--- src/rtl/cp0_regfile_pkg.sv ---
// Shared CP0 definitions: register numbers, ExcCode values, the bit positions of the
// c0_exception vector {sys,mfc0,mtc0,eret,break,ov,adel,ades,ri}, and the ExcCode
// priority encoder.
package cp0_regfile_pkg;

  localparam logic [4:0] RegBadVAddr = 5'd8;
  localparam logic [4:0] RegCount    = 5'd9;
  localparam logic [4:0] RegCompare  = 5'd11;
  localparam logic [4:0] RegStatus   = 5'd12;
  localparam logic [4:0] RegCause    = 5'd13;
  localparam logic [4:0] RegEpc      = 5'd14;

  localparam logic [4:0] ExcInt  = 5'h00;
  localparam logic [4:0] ExcAdel = 5'h04;
  localparam logic [4:0] ExcAdes = 5'h05;
  localparam logic [4:0] ExcSys  = 5'h08;
  localparam logic [4:0] ExcBp   = 5'h09;
  localparam logic [4:0] ExcRi   = 5'h0a;
  localparam logic [4:0] ExcOv   = 5'h0c;

  localparam int unsigned ExcBitRi   = 0;
  localparam int unsigned ExcBitAdes = 1;
  localparam int unsigned ExcBitAdel = 2;
  localparam int unsigned ExcBitOv   = 3;
  localparam int unsigned ExcBitBrk  = 4;
  localparam int unsigned ExcBitEret = 5;
  localparam int unsigned ExcBitMtc0 = 6;
  localparam int unsigned ExcBitMfc0 = 7;
  localparam int unsigned ExcBitSys  = 8;

  // Winning ExcCode; only meaningful when at least one source is active.
  function automatic logic [4:0] exc_code(input logic intr, input logic [8:0] e);
    if (intr)                 return ExcInt;
    else if (e[ExcBitAdel])   return ExcAdel;
    else if (e[ExcBitRi])     return ExcRi;
    else if (e[ExcBitOv])     return ExcOv;
    else if (e[ExcBitSys])    return ExcSys;
    else if (e[ExcBitBrk])    return ExcBp;
    else                      return ExcAdes;
  endfunction

endpackage

--- src/rtl/cp0_regfile_if.sv ---
// WB <-> CP0 interface.
//   master (writeback): drives exception vector, interrupt tag, mtc0 address/data,
//                       WB slot valid/bd/pc and faulting address.
//   slave (CP0):        returns mfc0 data/valid, pipeline flush and redirect PC.
interface cp0_regfile_if;
  logic [8:0]  c0_exception;
  logic        c0_int;
  logic [4:0]  c0_addr;
  logic [31:0] c0_wdata;
  logic        c0_wb_valid;
  logic        c0_wb_bd;
  logic [31:0] c0_wb_pc;
  logic [31:0] ws_badvaddr;
  logic        c0_valid;
  logic [31:0] c0_res;
  logic        flush;
  logic [31:0] flush_pc;

  modport master (
    output c0_exception, c0_int, c0_addr, c0_wdata, c0_wb_valid, c0_wb_bd, c0_wb_pc,
           ws_badvaddr,
    input  c0_valid, c0_res, flush, flush_pc
  );

  modport slave (
    input  c0_exception, c0_int, c0_addr, c0_wdata, c0_wb_valid, c0_wb_bd, c0_wb_pc,
           ws_badvaddr,
    output c0_valid, c0_res, flush, flush_pc
  );
endinterface

--- src/rtl/cp0_timer.sv ---
// CP0 timer: Count (advances once every COUNT_DIV clocks), Compare and the sticky
// timer-interrupt flag TI.
//   clk, resetn          clock, async active-low reset
//   count_we, compare_we mtc0 write strobes
//   wdata                mtc0 data
//   count, compare       current register values
//   ti                   timer interrupt, set on Count==Compare, cleared by a Compare write
module cp0_timer #(
  parameter int unsigned COUNT_DIV = 2
) (
  input  logic        clk,
  input  logic        resetn,
  input  logic        count_we,
  input  logic        compare_we,
  input  logic [31:0] wdata,
  output logic [31:0] count,
  output logic [31:0] compare,
  output logic        ti
);

  localparam int unsigned DivW = (COUNT_DIV > 1) ? $clog2(COUNT_DIV) : 1;
  localparam logic [DivW-1:0] PhaseLast = DivW'(COUNT_DIV - 1);

  logic [DivW-1:0] phase_q, phase_d;
  logic [31:0]     count_q, count_d;
  logic [31:0]     compare_q, compare_d;
  logic            ti_q, ti_d;
  logic            tick;

  always_comb begin
    tick      = (phase_q == PhaseLast);
    // The divider keeps running through a Count write.
    phase_d   = tick ? '0 : phase_q + DivW'(1);
    count_d   = count_we ? wdata : (tick ? count_q + 32'd1 : count_q);
    compare_d = compare_we ? wdata : compare_q;
    // Match uses registered values; a Compare write clears TI and beats a match.
    if (compare_we)                  ti_d = 1'b0;
    else if (count_q == compare_q)   ti_d = 1'b1;
    else                             ti_d = ti_q;
  end

  always_ff @(posedge clk or negedge resetn) begin
    if (!resetn) begin
      phase_q   <= '0;
      count_q   <= '0;
      compare_q <= '0;
      ti_q      <= 1'b0;
    end else begin
      phase_q   <= phase_d;
      count_q   <= count_d;
      compare_q <= compare_d;
      ti_q      <= ti_d;
    end
  end

  assign count   = count_q;
  assign compare = compare_q;
  assign ti      = ti_q;

endmodule

--- src/rtl/cp0_regfile.sv ---
// CP0 register block: BadVAddr, Count, Compare, Status, Cause, EPC.
//   clk, resetn  clock, async active-low reset
//   bus          WB->CP0 interface (slave side): exception/mtc0/eret in, mfc0/flush out
//   ext_int      level-sensitive hardware interrupt lines
//   c0_has_int   unmasked interrupt pending, used by decode to tag instructions
module cp0_regfile
  import cp0_regfile_pkg::*;
#(
  parameter logic [31:0] EX_ENTRY  = 32'hbfc00380,
  parameter int unsigned COUNT_DIV = 2
) (
  input  logic          clk,
  input  logic          resetn,
  cp0_regfile_if.slave  bus,
  input  logic [5:0]    ext_int,
  output logic          c0_has_int
);

  logic [8:0]  e;
  logic        v, exc, ert, wr;
  logic [4:0]  code;
  logic        count_we, compare_we, ti;
  logic [31:0] count, compare;

  logic [31:0] badvaddr_q, badvaddr_d;
  logic [31:0] epc_q, epc_d;
  logic [7:0]  im_q, im_d;
  logic        exl_q, exl_d;
  logic        ie_q, ie_d;
  logic        bd_q, bd_d;
  logic [5:0]  ip_hw_q, ip_hw_d;
  logic [1:0]  ip_sw_q, ip_sw_d;
  logic [4:0]  exccode_q, exccode_d;
  logic [31:0] status_rd, cause_rd;

  assign e = bus.c0_exception;

  always_comb begin
    v    = bus.c0_wb_valid;
    exc  = v & (bus.c0_int | e[ExcBitSys] | e[ExcBitBrk] | e[ExcBitOv] | e[ExcBitAdel] |
                e[ExcBitAdes] | e[ExcBitRi]);
    ert  = v & e[ExcBitEret] & ~exc;
    wr   = v & e[ExcBitMtc0] & ~exc;
    code = exc_code(bus.c0_int, e);
  end

  assign count_we   = wr & (bus.c0_addr == RegCount);
  assign compare_we = wr & (bus.c0_addr == RegCompare);

  cp0_timer #(
    .COUNT_DIV (COUNT_DIV)
  ) u_timer (
    .clk        (clk),
    .resetn     (resetn),
    .count_we   (count_we),
    .compare_we (compare_we),
    .wdata      (bus.c0_wdata),
    .count      (count),
    .compare    (compare),
    .ti         (ti)
  );

  always_comb begin
    badvaddr_d = badvaddr_q;
    epc_d      = epc_q;
    im_d       = im_q;
    exl_d      = exl_q;
    ie_d       = ie_q;
    bd_d       = bd_q;
    ip_sw_d    = ip_sw_q;
    exccode_d  = exccode_q;
    ip_hw_d    = {ext_int[5] | ti, ext_int[4:0]};
    if (exc) begin
      exccode_d = code;
      // Nested exception keeps the original return point.
      if (!exl_q) begin
        epc_d = bus.c0_wb_bd ? bus.c0_wb_pc - 32'd4 : bus.c0_wb_pc;
        bd_d  = bus.c0_wb_bd;
      end
      exl_d = 1'b1;
      if (code == ExcAdel || code == ExcAdes) badvaddr_d = bus.ws_badvaddr;
    end else if (ert) begin
      exl_d = 1'b0;
    end else if (wr) begin
      case (bus.c0_addr)
        RegStatus: begin
          im_d  = bus.c0_wdata[15:8];
          exl_d = bus.c0_wdata[1];
          ie_d  = bus.c0_wdata[0];
        end
        RegCause: ip_sw_d = bus.c0_wdata[9:8];
        RegEpc:   epc_d   = bus.c0_wdata;
        default: ;
      endcase
    end
  end

  always_ff @(posedge clk or negedge resetn) begin
    if (!resetn) begin
      badvaddr_q <= '0;
      epc_q      <= '0;
      im_q       <= '0;
      exl_q      <= 1'b0;
      ie_q       <= 1'b0;
      bd_q       <= 1'b0;
      ip_hw_q    <= '0;
      ip_sw_q    <= '0;
      exccode_q  <= '0;
    end else begin
      badvaddr_q <= badvaddr_d;
      epc_q      <= epc_d;
      im_q       <= im_d;
      exl_q      <= exl_d;
      ie_q       <= ie_d;
      bd_q       <= bd_d;
      ip_hw_q    <= ip_hw_d;
      ip_sw_q    <= ip_sw_d;
      exccode_q  <= exccode_d;
    end
  end

  // BEV (bit 22) is hard-wired to 1.
  assign status_rd = {9'b0, 1'b1, 6'b0, im_q, 6'b0, exl_q, ie_q};
  assign cause_rd  = {bd_q, ti, 14'b0, ip_hw_q, ip_sw_q, 1'b0, exccode_q, 2'b0};

  always_comb begin
    case (bus.c0_addr)
      RegBadVAddr: bus.c0_res = badvaddr_q;
      RegCount:    bus.c0_res = count;
      RegCompare:  bus.c0_res = compare;
      RegStatus:   bus.c0_res = status_rd;
      RegCause:    bus.c0_res = cause_rd;
      RegEpc:      bus.c0_res = epc_q;
      default:     bus.c0_res = '0;
    endcase
  end

  assign bus.c0_valid = v & e[ExcBitMfc0];
  assign bus.flush    = exc | ert;
  assign bus.flush_pc = ert ? epc_q : EX_ENTRY;
  assign c0_has_int   = (|({ip_hw_q, ip_sw_q} & im_q)) & ie_q & ~exl_q;

endmodule

--- src/flat_wrapper.sv ---
// flat-port wrapper written by rule: the top's interface ports become plain ports
module cp0_regfile_flat import cp0_regfile_pkg::*;
#(
  parameter logic [31:0] EX_ENTRY  = 32'hbfc00380,
  parameter int unsigned COUNT_DIV = 2
)
  (clk, resetn, ext_int, c0_has_int, bus_c0_exception, bus_c0_int, bus_c0_addr, bus_c0_wdata, bus_c0_wb_valid, bus_c0_wb_bd, bus_c0_wb_pc, bus_ws_badvaddr, bus_c0_valid, bus_c0_res, bus_flush, bus_flush_pc);
  cp0_regfile_if bus_i ();
  input  logic clk;
  input  logic resetn;
  input  logic [5:0] ext_int;
  output logic c0_has_int;
  input wire logic [$bits(bus_i.c0_exception)-1:0] bus_c0_exception;
  input wire logic [$bits(bus_i.c0_int)-1:0] bus_c0_int;
  input wire logic [$bits(bus_i.c0_addr)-1:0] bus_c0_addr;
  input wire logic [$bits(bus_i.c0_wdata)-1:0] bus_c0_wdata;
  input wire logic [$bits(bus_i.c0_wb_valid)-1:0] bus_c0_wb_valid;
  input wire logic [$bits(bus_i.c0_wb_bd)-1:0] bus_c0_wb_bd;
  input wire logic [$bits(bus_i.c0_wb_pc)-1:0] bus_c0_wb_pc;
  input wire logic [$bits(bus_i.ws_badvaddr)-1:0] bus_ws_badvaddr;
  output wire logic [$bits(bus_i.c0_valid)-1:0] bus_c0_valid;
  output wire logic [$bits(bus_i.c0_res)-1:0] bus_c0_res;
  output wire logic [$bits(bus_i.flush)-1:0] bus_flush;
  output wire logic [$bits(bus_i.flush_pc)-1:0] bus_flush_pc;
  assign bus_i.c0_exception = bus_c0_exception;
  assign bus_i.c0_int = bus_c0_int;
  assign bus_i.c0_addr = bus_c0_addr;
  assign bus_i.c0_wdata = bus_c0_wdata;
  assign bus_i.c0_wb_valid = bus_c0_wb_valid;
  assign bus_i.c0_wb_bd = bus_c0_wb_bd;
  assign bus_i.c0_wb_pc = bus_c0_wb_pc;
  assign bus_i.ws_badvaddr = bus_ws_badvaddr;
  assign bus_c0_valid = bus_i.c0_valid;
  assign bus_c0_res = bus_i.c0_res;
  assign bus_flush = bus_i.flush;
  assign bus_flush_pc = bus_i.flush_pc;
  cp0_regfile #(.EX_ENTRY(EX_ENTRY), .COUNT_DIV(COUNT_DIV)) u_core (.clk(clk), .resetn(resetn), .bus(bus_i), .ext_int(ext_int), .c0_has_int(c0_has_int));
endmodule
--- config.mk ---
export PLATFORM = sky130hd
export DESIGN_NAME = cp0_regfile_flat
export DESIGN_NICKNAME = d
export VERILOG_FILES = /design/src/rtl/cp0_regfile_pkg.sv /design/src/rtl/cp0_regfile_if.sv /design/src/rtl/cp0_timer.sv /design/src/rtl/cp0_regfile.sv /design/src/flat_wrapper.sv
export SDC_FILE = /design/constraint.sdc
export NUM_CORES = 1
export LEC_CHECK = 0
export BUFFER_PORTS_ARGS = -buffer_cell sky130_fd_sc_hd__buf_2
export CORE_MARGIN = 5
export CORE_UTILIZATION = 45
export CTS_CLUSTER_DIAMETER = 40
export DETAILED_ROUTE_END_ITERATION = 7
export PLACE_DENSITY = 0.65
export SLEW_MARGIN = 20
export SYNTH_ARGS = -nofsm -noshare
export SYNTH_HDL_FRONTEND = slang
export SYNTH_SLANG_ARGS = --single-unit
--- constraint.sdc ---
create_clock -name clk -period 2.6 [get_ports clk]
set_input_delay 0.39 -clock clk [delete_from_list [all_inputs] [get_ports clk]]
set_output_delay 0.39 -clock clk [all_outputs]
set_load 0.05 [all_outputs]
== After elaboration in Yosys (flattened, before gate mapping) ==
Index checks and enable logic that the tools add are counted.

* Output and inout bits: 67
* Register bits: 154
* Input bits: 121

* Bitwise logic cells: 22
* Reductions and logical operators: 14
* Equality and inequality tests: 11
* $add $sub $neg: 3
* Muxes and demuxes: 23

{| class="wikitable"
|+ Operator list
! operator !! count
|-
| 2-to-1 mux 32 bit || 9
|-
| case mux 32 bit (6 select lines) || 1
|-
| adder 32 x 1 -> 32 bit, second input constant || 1
|-
| == test 32 bit || 1
|-
| subtractor 32 x 3 -> 32 bit, second input constant || 1
|-
| == test 5 x 4 -> 1 bit, second input constant || 6
|-
| 2-to-1 mux 5 bit || 5
|-
| AND reduction 4 bit || 3
|-
| bitwise AND 1 bit || 10
|-
| == test 5 x 3 -> 1 bit, second input constant || 2
|-
| bitwise AND 8 bit || 1
|-
| OR 1 bit || 8
|-
| nonzero test 2 bit || 4
|-
| OR reduction 8 bit || 1
|-
| 2-to-1 mux 1 bit || 7
|-
| AND reduction 2 bit || 3
|-
| nonzero test 3 bit || 2
|-
| 2-to-1 mux 4 bit || 1
|-
| inverter 1 bit || 3
|-
| inequality test 2 x 1 -> 1 bit, second input constant || 1
|-
| inequality test 2 bit, second input constant || 1
|-
| adder 1 bit, second input constant || 1
|-
| logical OR 1 bit || 1
|}

== Longest topological paths before layout ==
Gate-level depths: netlist (run 1).

* Depth in word-level cells: 12
* Depth in mapped cells: 8

== Hierarchy ==
From an unflattened synthesis (run 1), not the netlist that was laid out.

* Cell total of the unflattened synthesis: 889
* Area, all modules: 8692.1 µm²

{| class="wikitable"
|+ By module, submodules not included
! module !! instances !! area each (µm²) !! cells an instance
|-
| cp0_regfile || 1 || 5270.1 || 570
|-
| cp0_timer || 1 || 3422.0 || 319
|}

== Least setup slack after synthesis (run 1) ==
Ideal clock, no wire load.

* Path kind: input-to-output
* Start: in bus_c0_exception[0]
* End: out bus_flush_pc[0]
* Data required time: 2.210 ns
* Slack: 0.076 ns
* Stages: 5
* Arrival time: 2.134 ns
* Cells stage by stage: or4_1 > buf_4 > nor3_2 > clkbuf_1 > and2_1

* Word-level cells in the longest chain between the ends: 5

{| class="wikitable"
|+ RTL lines
! what !! RTL line !! text
|-
| start: declaration || flat_wrapper.sv:13 || <nowiki>input wire logic [$bits(bus_i.c0_exception)-1:0] bus_c0_exception;</nowiki>
|-
| OR 1 bit || cp0_regfile.sv:41 || <nowiki>e[ExcBitAdes] | e[ExcBitRi]);</nowiki>
|-
| bitwise AND 1 bit || cp0_regfile.sv:40 || <nowiki>exc = v & (bus.c0_int | e[ExcBitSys] | e[ExcBitBrk] | e[ExcBitOv] | e[ExcBitAdel] |</nowiki>
|-
| inverter 1 bit (no line) || -- ||
|-
| bitwise AND 1 bit || cp0_regfile.sv:42 || <nowiki>ert = v & e[ExcBitEret] & ~exc;</nowiki>
|-
| 2-to-1 mux 32 bit || cp0_regfile.sv:140 || <nowiki>assign bus.flush_pc = ert ? epc_q : EX_ENTRY;</nowiki>
|-
| end: declaration || flat_wrapper.sv:24 || <nowiki>output wire logic [$bits(bus_i.flush_pc)-1:0] bus_flush_pc;</nowiki>
|}

No other way between the ends.

== Final worst setup path (run 1) ==
* Start: in bus_c0_exception[0]
* End: out bus_flush_pc[29]

The elaborated chain is that of the path after synthesis.

==> impl_results.md, run 1 <==
* Synthesized area at approximately 8900 sq um
* Antenna viol nets, final at 0
* Slew Limit Fails at 0
* Syn Area/Cell at ~10 sq um
* Slew HR at ~53%
* Layout area overhead at 23.9%
* Clock sink count at approximately 150
* Layout cells sized above 1 at between 30% and 40%
* Setup tns final at 0 ns
* Top post-synthesis cells by count: dfrtp_1, mux2_2, a22oi_1
* Worst Slack Setup Final at between 0.06 and 0.07 ns
* Die W at around 150 um
* WHS at -0.0361 ns
* R2R Setup Slk at about 0.38 ns
* Hold violation count in the final report at 24
* Placed insts at between 1000 and 1500
* Top FF cell, synth: dfrtp_1
* CP max FO at 10
* Arr. time, crit path at between 2 and 2.5 ns
* Worst Skew at 0.0139 ns
* Largest net degree at the start of global routing at 67
* Final wirelength at ~30000 um
* Drt drc at 0
* Top-count cell post-synth: dfrtp_1
* Tot Pwr at ~6.7 mW
* Util after Layout at about 57%
* Finished Layout Cells at 1350
* CTS tree: done
* CP peak stage delay at between 0.6 and 0.7 ns
* Clock buffer depth at 2
* Leakage power total at a little under 5 nW
* Status: finished, violations left
* Rows at 51
* Initial antenna violation count at 1
* Layout Nets at 1194
* Per-cell routed wire length at 22.7 um
* Crit. End Element: output port
* RR Startpoint: u_core.u_timer.phase_q
* Filler cell count at between 1500 and 2000
* Place WS at ~0.031 ns
* Synth area leader: dfrtp_1
* Die area at around 23000 sq um
* Die Span Y at 151 um
* Critical path's top delay family: simple AND/OR/NAND/NOR gates
* Sequential fraction of the synthesis area at between 40% and 50%
* DRT Pass-1 Iters at 6
* Synth area leaders: dfrtp_1, mux2_2, a22oi_1
* Grt ovf at 0
* Via count at between 8000 and 9000
* Post-DP Area at approximately 10000 sq um
* Setup crit start kind: input pin
* Port Buffers at between 150 and 200
* Critical Path RT at around 2.2 ns
* Share of the synthesized area in the top cell type at a little over two fifths
* Global-route wire length before repair at between 40000 and 50000 um
* Post-Synthesis Cells at 889
* Core box area at between 15000 and 20000 sq um
* CP Cell Sequence: buf_2 > or4_1 > buf_4 > nor3_4 > buf_4 > clkbuf_16 > nand2b_1 > buf_2
* MaxCap Viol Count at 0
* Initial Util at 45.7%
* Failing checks: negative hold slack
* DPL Wire Length at about 23000 um
* Tightest Hold Check Type: input pin to asynchronous set/reset pin
* Placer Congestion at between 0.9 and 1
* Min Tclk post-route at roughly 2.5 ns
* Worst reg2reg endpoint: u_core.u_timer.count[29]
* Final instance area at roughly 11000 sq um
* Worst-path clk slew at about 0.060 ns
* Final setup vio count at 0
* Post-synthesis net count at 1012
* H-tree depth at 4
* Root buffer cell: clkbuf_16
* Post-synth EDFFs at 0
* Slowest cell on crit path: or4_1
* Sum of buffers and inverters on the critical path at 5
* Vias in the first global route at 7995
* Via density at about 6.0
* I/O pins at 188
* R2R cell count at 5
* Number of synthesized register bits at between 150 and 200
* Clk_lat worst skew at between 0.4 and 0.5 ns
* Crit path kind: input pin to output port
* TritonCTS Buffers at 17
* VDD IR max at between 0.4 and 0.5 mV
* Synthesis warning total at 0
* Slew @ Worst Pin at 0.700 ns
* Crit share post-route at between 90% and 100%
* Distinct cells, synth at 67
* Post-synth ARST share at 100%
* PwrDens at between 600 and 700 nW/um^2
* Tot GR Track Use at between 20% and 30%
* F_max at between 0.3 and 0.4 GHz
* First DRT Iteration DRCs at just under 800
==> metal layers <==
metal  share of wire [%]  routed length [um]  GRT usage (%)
met5                   0                   0              0
met1                  44               13300           38.6
met2                  45               13800           41.5
met3                 8.4                2580           5.83
met4                 2.7                 817           8.61
==> repair_timing <==
action	4_1_cts	5_1_grt
endpoints found under the setup margin	0	12
buffers inserted	0	1
hold buffers	0	0
gates resized for setup	0	21
==> power by group <==
part | switching [mW] | internal, mW | leakage (nW)
logic | 0.484 | 0.484 | 2.67
registers | 0.352 | 2.69 | 1.95
clock network | 1.07 | 1.60 | 0.292
total | 1.91 | 4.77 | 4.91
==> worst max path at each step <==
| stage | from | end | slack (ns) | cells past startpoint |
|---|---|---|---|---|
| 2_1_floorplan | bus_c0_exception[0] | bus_flush_pc[0] | 0.08 | 5 |
| 3_3_place_gp | bus_c0_exception[0] | bus_flush_pc[20] | 0.07 | 7 |
| 3_5_place_dp | bus_c0_exception[0] | bus_flush_pc[19] | 0.03 | 7 |
| 4_1_cts | bus_c0_exception[0] | bus_flush_pc[19] | 0.02 | 7 |
| 5_1_grt | bus_c0_exception[0] | bus_flush_pc[11] | -0.02 | 7 |
| 6_report | bus_c0_exception[0] | bus_flush_pc[29] | 0.06 | 8 |
==> cells by family after synthesis <==
kind of cell	Yosys count	synth area share, %
compound gates	196	14.8
xor+xnor	71	6.96
fa+ha+maj	2	0.280
buf+inv	76	3.71
flops	153	42.9
mux	103	14.2
simple gates	288	17.2
==> sequential cells by signal, indices dropped and copies added, names as in the netlist <==
name / count
u_core.u_timer.ti: 1
u_core.badvaddr_q: 32
u_core.bd_q: 1
u_core.u_timer.compare: 32
u_core.epc_q: 32
u_core.exl_q: 1
u_core.exccode_q: 4
u_core.im_q: 8
u_core.ie_q: 1
u_core.u_timer.phase_q: 1
u_core.ip_hw_q: 6
u_core.u_timer.count: 32
u_core.ip_sw_q: 2
==> cell type report <==
type                            instances  area (sq um)  share of cell area, %
Timing Repair Buffer                  226          1430                   13.0
Tap cell                              265           332                   3.00
Sequential cell                       153          3830                   34.6
Antenna cell                            1          2.50                 0.0226
Clock buffer                           20           467                   4.22
Multi-Input combinational cell        660          4790                   43.3
Clock inverter                         12           163                   1.47
Inverter                               13          48.8                  0.441
==> cells in the final DEF (no fill, tap or decap), types with 7 or more instances in the layout <==
| cell | n |
|---|---|
| nor2_1 | 53 |
| and2_1 | 24 |
| xnor2_1 | 53 |
| buf_12 | 10 |
| buf_4 | 26 |
| nor4_1 | 13 |
| a21oi_1 | 35 |
| nor3_1 | 16 |
| nand2b_1 | 15 |
| buf_2 | 168 |
| or4_1 | 12 |
| xor2_1 | 18 |
| o31ai_1 | 7 |
| a22oi_1 | 64 |
| clkbuf_4 | 18 |
| nand3_1 | 23 |
| a222oi_1 | 9 |
| o21ai_0 | 37 |
| or3_1 | 17 |
| clkbuf_16 | 18 |
| dfrtp_1 | 153 |
| mux2_2 | 68 |
| a31oi_1 | 16 |
| nand4_1 | 24 |
| inv_1 | 13 |
| nand2_1 | 60 |
| mux2_4 | 29 |
(Power assumes the default switching activity.)
==> run 2: changes to the inputs <==
--- a/config.mk
+++ b/config.mk
@@ -6,11 +6,11 @@
 export NUM_CORES = 1
 export LEC_CHECK = 0
 export BUFFER_PORTS_ARGS = -buffer_cell sky130_fd_sc_hd__buf_2
-export CORE_MARGIN = 5
-export CORE_UTILIZATION = 45
+export CORE_MARGIN = 2
+export CORE_UTILIZATION = 53
 export CTS_CLUSTER_DIAMETER = 40
 export DETAILED_ROUTE_END_ITERATION = 7
-export PLACE_DENSITY = 0.65
+export PLACE_DENSITY = 0.75
 export SLEW_MARGIN = 20
 export SYNTH_ARGS = -nofsm -noshare
 export SYNTH_HDL_FRONTEND = slang
==> impl_results.md, run 2 (same netlist as run 1, synthesis figures left out) <==
* R2R cell count at 5
* Min Tclk post-route at ~2.5 ns
* Layout Nets at roughly 1200
* Worst Hold Depth at 1
* VDD IR max at around 0.49 mV
* Crit path kind: input pin to output port
* Root buffer cell: clkbuf_16
* MaxCap Viol Count at 0
* First DRT Iteration DRCs at 871
* Per-cell routed wire length at between 20 and 25 um
* CTS tree: done
* Clk_lat worst skew at between 0.4 and 0.5 ns
* Tot GR Track Use at 32.4%
* Filler cell count at between 1000 and 1500
* Slew @ Worst Pin at roughly 0.68 ns
* Clock sink count at around 150
* Layout area overhead at 22.9%
* Drt drc at 0
* Setup tns final at 0 ns
* DRT Pass-1 Iters at 5
* Grt ovf at 0
* H-tree depth at 4
* Antenna viol nets, final at 0
* Die W at roughly 130 um
* Final wirelength at about 29000 um
* Global-route wire length before repair at around 44000 um
* Port Buffers at 187
* RR Startpoint: u_core.u_timer.phase_q
* CP max FO at 45
* F_max at just over 0.4 GHz
* Tightest Hold Check Type: input pin to flop
* Worst reg2reg endpoint: u_core.u_timer.count[29]
* RSZ-0062 raised after global routing: false
* Setup crit start kind: input pin
* Commonest non-fill, non-tap cell in the layout: buf_2
* Slew HR at roughly 55%
* TritonCTS Buffers at 17
* Arr. time, crit path at approximately 2.1 ns
* Via count at 8123
* Rows at 47
* Layout cells sized above 1 at roughly a third
* Status: complete, no violations
* Largest net degree at the start of global routing at 66
* Critical Path RT at between 2 and 2.5 ns
* Placer Congestion at between 0.9 and 1
* Crit share post-route at 95.1%
* Core box area at roughly 17000 sq um
* Slew Limit Fails at 0
* Die Span Y at between 100 and 150 um
* Initial antenna violation count at 0
* DPL Wire Length at 21100 um
* Crit. End Element: output port
* Worst hold endpoint: u_core.ip_hw_q[2]
* PwrDens at between 600 and 700 nW/um^2
* Leakage power total at just under 5 nW
* Hold violation count in the final report at 0
* Vias in the first global route at 7726
* Via density at just over 6
* Commonest non-fill, non-tap cells in the layout: buf_2, dfrtp_1, mux2_2
* Worst Skew at roughly 0.0069 ns
* Hold wc startpoint: ext_int[2]
* R2R Setup Slk at roughly 0.38 ns
* Antenna fix cells at 0
* I/O pins at between 150 and 200
* WHS at ~0.057 ns
* Final setup vio count at 0
* Worst-path clk slew at about 0.06 ns
* Clock buffer depth at 2
* Initial Util at 54.0%
* Die area at between 15000 and 20000 sq um
run 2: changes by cell type in the layout (fill, tap and decap cells not counted), moves of 2 or more:
cell,change
clkbuf_1,+4
clkinv_2,+2
clkinvlp_4,-4
inv_6,-3
bufinv_16,+2
buf_4,+4
run 2: cell type report:
cell class                      count  area [sq um]  share of cell area (%)
Inverter                           13          48.8                   0.444
Clock inverter                      8           168                    1.53
Multi-Input combinational cell    660          4790                    43.6
Tap cell                          220           275                    2.51
Timing Repair Buffer              227          1400                    12.8
Clock buffer                       23           468                    4.26
Sequential cell                   153          3830                    34.9
run 2: what timing repair did:
action / 4_1_cts / 5_1_grt
hold endpoints to repair: 27 / 0
endpoints found under the setup margin: 0 / 17
setup buffers: 0 / 0
hold buffers: 1 / 0
resized for setup: 0 / 18
run 2: worst max path at each step:
stage	slack (ns)	to	from	cells past startpoint
after global routing	0.08	bus_flush_pc[4]	bus_c0_exception[0]	7
after floorplan	0.08	bus_flush_pc[0]	bus_c0_exception[0]	5
final	0.13	bus_flush_pc[18]	bus_c0_exception[0]	7
after detailed placement	0.04	u_core.epc_q[18]	bus_c0_wb_pc[10]	7
after global placement	0.08	u_core.epc_q[18]	bus_c0_wb_pc[10]	7
after CTS	0.03	bus_flush_pc[18]	bus_c0_exception[0]	7
run 2: power by group:
group	switching [mW]	leakage, nW	total (mW)	internal (mW)
Combinational	0.489	2.67	0.976	0.487
Clock	0.968	0.307	2.71	1.74
Sequential	0.343	1.95	3.03	2.69
run 2: metal layers:
metal / GRT usage, % / wire length [um] / vias up / share of wire (%)
li1: - / - / 3647 / -
met1: 45.7 / 12100 / 3947 / 42
met2: 50.1 / 13300 / 470 / 46
met3: 7.26 / 2910 / 59 / 10
met4: 10.6 / 686 / 0 / 2.4
met5: 0 / 0 / - / 0
run 2: stage by stage:
stage	cells	total power [mW]	setup WS (ns)	area (sq um)	util [%]
finish	1304	6.72	0.127	11000	66.4
global route	1304	6.92	0.0773	11000	66.4
CTS	1304	6.70	0.0278	10900	66.2
detailed placement	1272	4.01	0.0367	10300	62.2
global placement	1272	3.98	0.0776	10300	62.2
floorplan	889	3.50	0.0765	8930	-
run 2: critical path: stages:
cell      delay [ns]
buf_2           0.12
or4_4           0.55
buf_4           0.18
nor3_4          0.20
buf_12          0.24
and2_1          0.17
clkbuf_4        0.23
